==> src/rtl/seg_pkg.sv <==
// Shared types and constants for the 7-segment scan controller.
// Used by seg_scan_ctrl, which has an optional SEG_SCAN_DP_EN build.
package seg_pkg;

  typedef enum logic [0:0] {
    BLANK = 1'b0,
    DRIVE = 1'b1
  } state_t;

  typedef logic [3:0] nibble_t;

  localparam logic ANODE_OFF = 1'b1;

endpackage

==> src/rtl/seg_scan_prescaler.sv <==
// Slot prescaler for seg_scan_ctrl: cnt runs 0..CLK_DIV-1 and wraps.
// It flags the last cycle of a slot and the last cycle of the blanking window.
module seg_scan_prescaler #(
  parameter int CLK_DIV   = 50000,
  parameter int BLANK_CYC = 16
) (
  input  logic clk,
  input  logic rst,
  output logic slot_tick,
  output logic blank_done
);

  localparam int CW = $clog2(CLK_DIV);
  localparam logic [CW-1:0] CNT_LAST   = CW'(CLK_DIV - 1);
  localparam logic [CW-1:0] BLANK_LAST = CW'(BLANK_CYC - 1);

  logic [CW-1:0] cnt_q, cnt_d;

  assign slot_tick  = (cnt_q == CNT_LAST);
  assign blank_done = (cnt_q == BLANK_LAST);

  always_comb begin
    cnt_d = slot_tick ? '0 : cnt_q + 1'b1;
  end

  always_ff @(posedge clk) begin
    if (rst) cnt_q <= '0;
    else     cnt_q <= cnt_d;
  end

endmodule

==> src/rtl/seg_scan_ctrl.sv <==
// Time-multiplexed scan controller for a common-anode 7-segment display.
// Define SEG_SCAN_DP_EN to add the wr_dp input and dp_n decimal-point output.
module seg_scan_ctrl
  import seg_pkg::*;
#(
  parameter int NUM_DIGITS = 4,
  parameter int CLK_DIV    = 50000,
  parameter int BLANK_CYC  = 16
) (
  input  logic                    clk,
  input  logic                    rst,
  input  logic                    wr_valid,
  input  logic [4*NUM_DIGITS-1:0] wr_data,
  output logic                    wr_ready,
  input  logic                    lz_supp,
  output logic [3:0]              bcd_out,
  output logic [NUM_DIGITS-1:0]   an_n,
  output logic                    frame_start
`ifdef SEG_SCAN_DP_EN
  ,
  input  logic [NUM_DIGITS-1:0]   wr_dp,
  output logic                    dp_n
`endif
);

  localparam int IW = (NUM_DIGITS > 1) ? $clog2(NUM_DIGITS) : 1;
  localparam logic [IW-1:0] IDX_LAST = IW'(NUM_DIGITS - 1);

  logic slot_tick, blank_done;

  seg_scan_prescaler #(
    .CLK_DIV  (CLK_DIV),
    .BLANK_CYC(BLANK_CYC)
  ) u_prescaler (
    .clk       (clk),
    .rst       (rst),
    .slot_tick (slot_tick),
    .blank_done(blank_done)
  );

  state_t                  state_q, state_d;
  logic [IW-1:0]           idx_q, idx_d;
  logic                    pending_q, pending_d;
  logic [4*NUM_DIGITS-1:0] staged_q, staged_d;
  logic [4*NUM_DIGITS-1:0] active_q, active_d;
  nibble_t                 bcd_q, bcd_d;
  logic [NUM_DIGITS-1:0]   an_q, an_d;
  logic                    frame_start_q, frame_start_d;
  logic                    upper_zero, suppressed, lit;

  assign wr_ready    = !pending_q;
  assign bcd_out     = bcd_q;
  assign an_n        = an_q;
  assign frame_start = frame_start_q;

  // Registered outputs are computed from next-state values so they line up
  // with the state they describe.
  always_comb begin
    state_d   = state_q;
    idx_d     = idx_q;
    pending_d = pending_q;
    staged_d  = staged_q;
    active_d  = active_q;

    case (state_q)
      BLANK:   if (blank_done) state_d = DRIVE;
      DRIVE:   if (slot_tick)  state_d = BLANK;
      default: state_d = BLANK;
    endcase

    if (slot_tick) idx_d = (idx_q == IDX_LAST) ? '0 : idx_q + 1'b1;

    // pending is high at commit time, so commit and accept are exclusive.
    if (slot_tick && idx_q == IDX_LAST && pending_q) begin
      active_d  = staged_q;
      pending_d = 1'b0;
    end else if (wr_valid && !pending_q) begin
      staged_d  = wr_data;
      pending_d = 1'b1;
    end

    upper_zero = 1'b1;
    bcd_d      = '0;
    for (int k = 0; k < NUM_DIGITS; k++) begin
      if (k >= int'(idx_d) && active_d[4*k +: 4] != 4'h0) upper_zero = 1'b0;
      if (idx_d == IW'(k)) bcd_d = active_d[4*k +: 4];
    end
    suppressed = lz_supp && (idx_d != '0) && upper_zero;
    lit        = (state_d == DRIVE) && !suppressed;

    for (int k = 0; k < NUM_DIGITS; k++) begin
      an_d[k] = (lit && idx_d == IW'(k)) ? !ANODE_OFF : ANODE_OFF;
    end

    frame_start_d = slot_tick && (idx_d == '0);
  end

`ifdef SEG_SCAN_DP_EN
  logic [NUM_DIGITS-1:0] staged_dp_q, staged_dp_d;
  logic [NUM_DIGITS-1:0] active_dp_q, active_dp_d;
  logic                  dp_q, dp_d;

  assign dp_n = dp_q;

  always_comb begin
    staged_dp_d = staged_dp_q;
    active_dp_d = active_dp_q;
    if (slot_tick && idx_q == IDX_LAST && pending_q) active_dp_d = staged_dp_q;
    else if (wr_valid && !pending_q)                 staged_dp_d = wr_dp;
    dp_d = 1'b1;
    for (int k = 0; k < NUM_DIGITS; k++) begin
      if (lit && idx_d == IW'(k)) dp_d = !active_dp_d[k];
    end
  end

  always_ff @(posedge clk) begin
    if (rst) begin
      staged_dp_q <= '0;
      active_dp_q <= '0;
      dp_q        <= 1'b1;
    end else begin
      staged_dp_q <= staged_dp_d;
      active_dp_q <= active_dp_d;
      dp_q        <= dp_d;
    end
  end
`endif

  // The cycle after a reset edge is the first cycle of slot 0, so the
  // frame pulse is loaded high there.
  always_ff @(posedge clk) begin
    if (rst) begin
      state_q       <= BLANK;
      idx_q         <= '0;
      pending_q     <= 1'b0;
      staged_q      <= '0;
      active_q      <= '0;
      bcd_q         <= '0;
      an_q          <= {NUM_DIGITS{ANODE_OFF}};
      frame_start_q <= 1'b1;
    end else begin
      state_q       <= state_d;
      idx_q         <= idx_d;
      pending_q     <= pending_d;
      staged_q      <= staged_d;
      active_q      <= active_d;
      bcd_q         <= bcd_d;
      an_q          <= an_d;
      frame_start_q <= frame_start_d;
    end
  end

endmodule

==> config.mk <==
export PLATFORM = sky130hd
export DESIGN_NAME = seg_scan_ctrl
export DESIGN_NICKNAME = d
export VERILOG_FILES = /design/src/rtl/seg_pkg.sv /design/src/rtl/seg_scan_prescaler.sv /design/src/rtl/seg_scan_ctrl.sv
export SDC_FILE = /design/constraint.sdc
export NUM_CORES = 1
export LEC_CHECK = 0
export BUFFER_PORTS_ARGS = -buffer_cell sky130_fd_sc_hd__buf_2
export CAP_MARGIN = 20
export CORE_UTILIZATION = 57
export DETAILED_ROUTE_END_ITERATION = 16
export PLACE_DENSITY = 0.78
export SYNTH_ARGS = -nofsm -noshare
export SYNTH_HDL_FRONTEND = slang
export SYNTH_SLANG_ARGS = --single-unit
==> constraint.sdc <==
create_clock -name clk -period 2.45 [get_ports clk]
set_input_delay 0.6125 -clock clk [delete_from_list [all_inputs] [get_ports clk]]
set_output_delay 0.6125 -clock clk [all_outputs]
set_load 0.01 [all_outputs]
==> impl_metrics.toml <==
[sta]
min_period_ns = 2.29
fin_worst_skew_ns = 0.0105
relSlewSlack = 0.641
fin_hold_ws_ns = 0.455
finalHoldViolations = 0
max_freq_mhz = 437
fin_setup_tns_ns = 0
setup_viol = 0
grt_setup_unrepaired = "false"
tightest_slew_ns = 0.534
fin_crit_sh = 0.934
slew_violations = 0

[routing]
drt-pass1-iter-count = 6
routed_wl_um = 5830
vias_per_cell = 5.74
drt_iter0_markers = 212
antenna_left = 0
wl_per_cell_um = 14.2
num_vias = 2354
drc = 0

[global_route]
grt_max_degree = 29
grt_overflow = 0
track_usage = 0.256
grt_pass1_wl_um = 9810
antenna_found_initial = 0
grt_pass1_vias = 2095

[clock_tree]
path_clk_slew_ns = 0.07
clock_latency_ns = 0.35
post_cts_buffers = 0
htree_levels = 3
root_buffer = "clkbuf_8"
cts_max_path_buffers = 2
cts_made_buffers = 9
cts.repair.resized = 0
clock_sinks = 61
ctsHoldBuffers = 0
cts_tree = "yes"

[job]
drv_cap = 0

[yosys]
ys_seq_area_frac = 0.452
synth_common_cells = "nand2_1, dfxtp_1, a21oi_1"
synth_ff_type = "dfxtp_1"
syn_nets = 343
synth_top_area_share = 0.452
synth_edf_count = 0
syn_area_per_cell_sq_um = 8.41
syn_area_sq_um = 2700
yosysMostFrequentCell = "nand2_1"
netlist_instances = 321
synthTopCellsByArea = "dfxtp_1, nand2_1, a21oi_1"
synth-seq-cells = 61
synthArstFlopShare = 0
yosysTopAreaCell = "dfxtp_1"
yosysWarnings = 0
synth.distinct_cells = 44

[critical_path]
max_stage_delay_ns = 0.60
crit_fanout = 8
worstPathArrival_ns = 2.54
crit_family = "simple AND/OR/NAND/NOR gates"
start_kind = "flop"
crit_type = "reg -> reg"
crit_chain = "or4_4 -> nor4_4 -> mux2i_1 -> buf_4 -> a2bb2o_1 -> o32ai_2"
worstSetupEndpointType = "flop"
crit_buf_inv = 1
critPathSlowestCell = "or4_4"
critPathRequiredTime_ns = 2.71

[power]
comb_power_share = 0.039
power.switching_uw = 475
power_per_cell_area_nw_per_um2 = 710
p_int_uw = 1760
clockPowerShare = 0.498
seq_power_share = 0.463
leakagePower_uw = 0.00116
vdd_drop_max_mv = 0.408
switching_share = 0.213
power_uw = 2230

[placement]
dp_hpwl_um = 3970
finalWeightedCongestion = 0.925
place_area_sq_um = 2890
numPortBuffers = 29

[cells_and_area]
fin_area_sq_um = 3140
layout-drive-gt1-share = 0.190
antenna_cells = 0
fin_nets = 375
area_growth_syn_to_layout_pct = 16.5

[die]
pin_count = 30
core_region_area_sq_um = 4440
rows = 24
die_w_um = 70.8
die_h_um = 70.8
die-area_sq_um = 5010
start_util = 0.607

[outcome]
outcome = "completed"

[worst_hold_path]
hold_path.class = "reg -> reg"
==> worst paths after layout <==
check | from | end | slack (ns) | cells past startpoint
max reg2reg | u_prescaler.cnt_q[11] | bcd_out[2] | 0.16 | 6
min | active_q[3] | active_q[3] | 0.45 | 2
min reg2reg | active_q[3] | active_q[3] | 0.45 | 2
max | u_prescaler.cnt_q[11] | bcd_out[2] | 0.16 | 6
==> through the flow <==
stage          utilization  setup WS, ns  std cells
2_1_floorplan            -         0.265        321
3_3_place_gp         0.649         0.236        393
3_5_place_dp         0.649         0.191        393
4_1_cts              0.706         0.162        409
5_1_grt              0.707        0.0262        410
6_report             0.707         0.162        410
==> worst reg2reg max path: stages (launching register included) <==
cell and delay, ns:
dfxtp_1 0.36, or4_4 0.60, nor4_4 0.41, mux2i_1 0.23, buf_4 0.17, a2bb2o_1 0.30, o32ai_2 0.13
==> routing by layer <==
metal,track usage,up-vias,wire (um)
met5,0,-,0
met1,0.351,1089,2860
met2,0.375,59,2570
li1,-,1196,-
met3,0.0897,10,322
met4,0.0933,0,82
==> cells by family (layout without fill, tap and decap cells) <==
kind of cell    count (synthesis)  after routing  synth area share
buf+inv                        21             58            0.0375
mux                             8              8            0.0334
xor+xnor                       11             11            0.0357
compound gates                 67             67             0.161
flops                          61             61             0.452
simple gates                  151            151             0.270
fa+ha+maj                       2              2           0.00927
==> state kept, by name (all words and copies together) (netlist names) <==
register	cells
an_n	4
idx_q	2
pending_q	1
state_q	1
u_prescaler.cnt_q	16
frame_start	1
bcd_out	4
active_q	16
staged_q	16
==> power by group through the flow <==
stage          Sequential (uW)  Combinational (uW)  Clock (uW)
4_1_cts                   1030                85.7        1130
2_1_floorplan             1050                58.1           0
6_report                  1030                87.2        1110
3_5_place_dp              1050                85.2           0
3_3_place_gp              1050                85.6           0
5_1_grt                   1030                98.5        1170
==> layout by cell type (no fill, tap or decap), types with 4 or more instances in the layout <==
cell type  instances
nand2_1           76
dfxtp_1           61
a21oi_1           37
buf_2             29
nor2_1            23
nand3_1           12
clkbuf_8          10
buf_4             10
o211ai_1           9
nand4_1            8
xor2_1             8
nor4_1             7
or3_1              4
and3_1             4
mux2_2             4
a2bb2o_1           4
==> area by class of cell <==
class,count,area (sq um)
sequential,61,1220
clock inverter,5,108
tap,52,65.1
timing repair buffer,39,220
clock buffer,11,141
inverter,3,11.3
multi-input combinational,239,1380
fill,369,1300
Power figures use the tool's default switching activity.
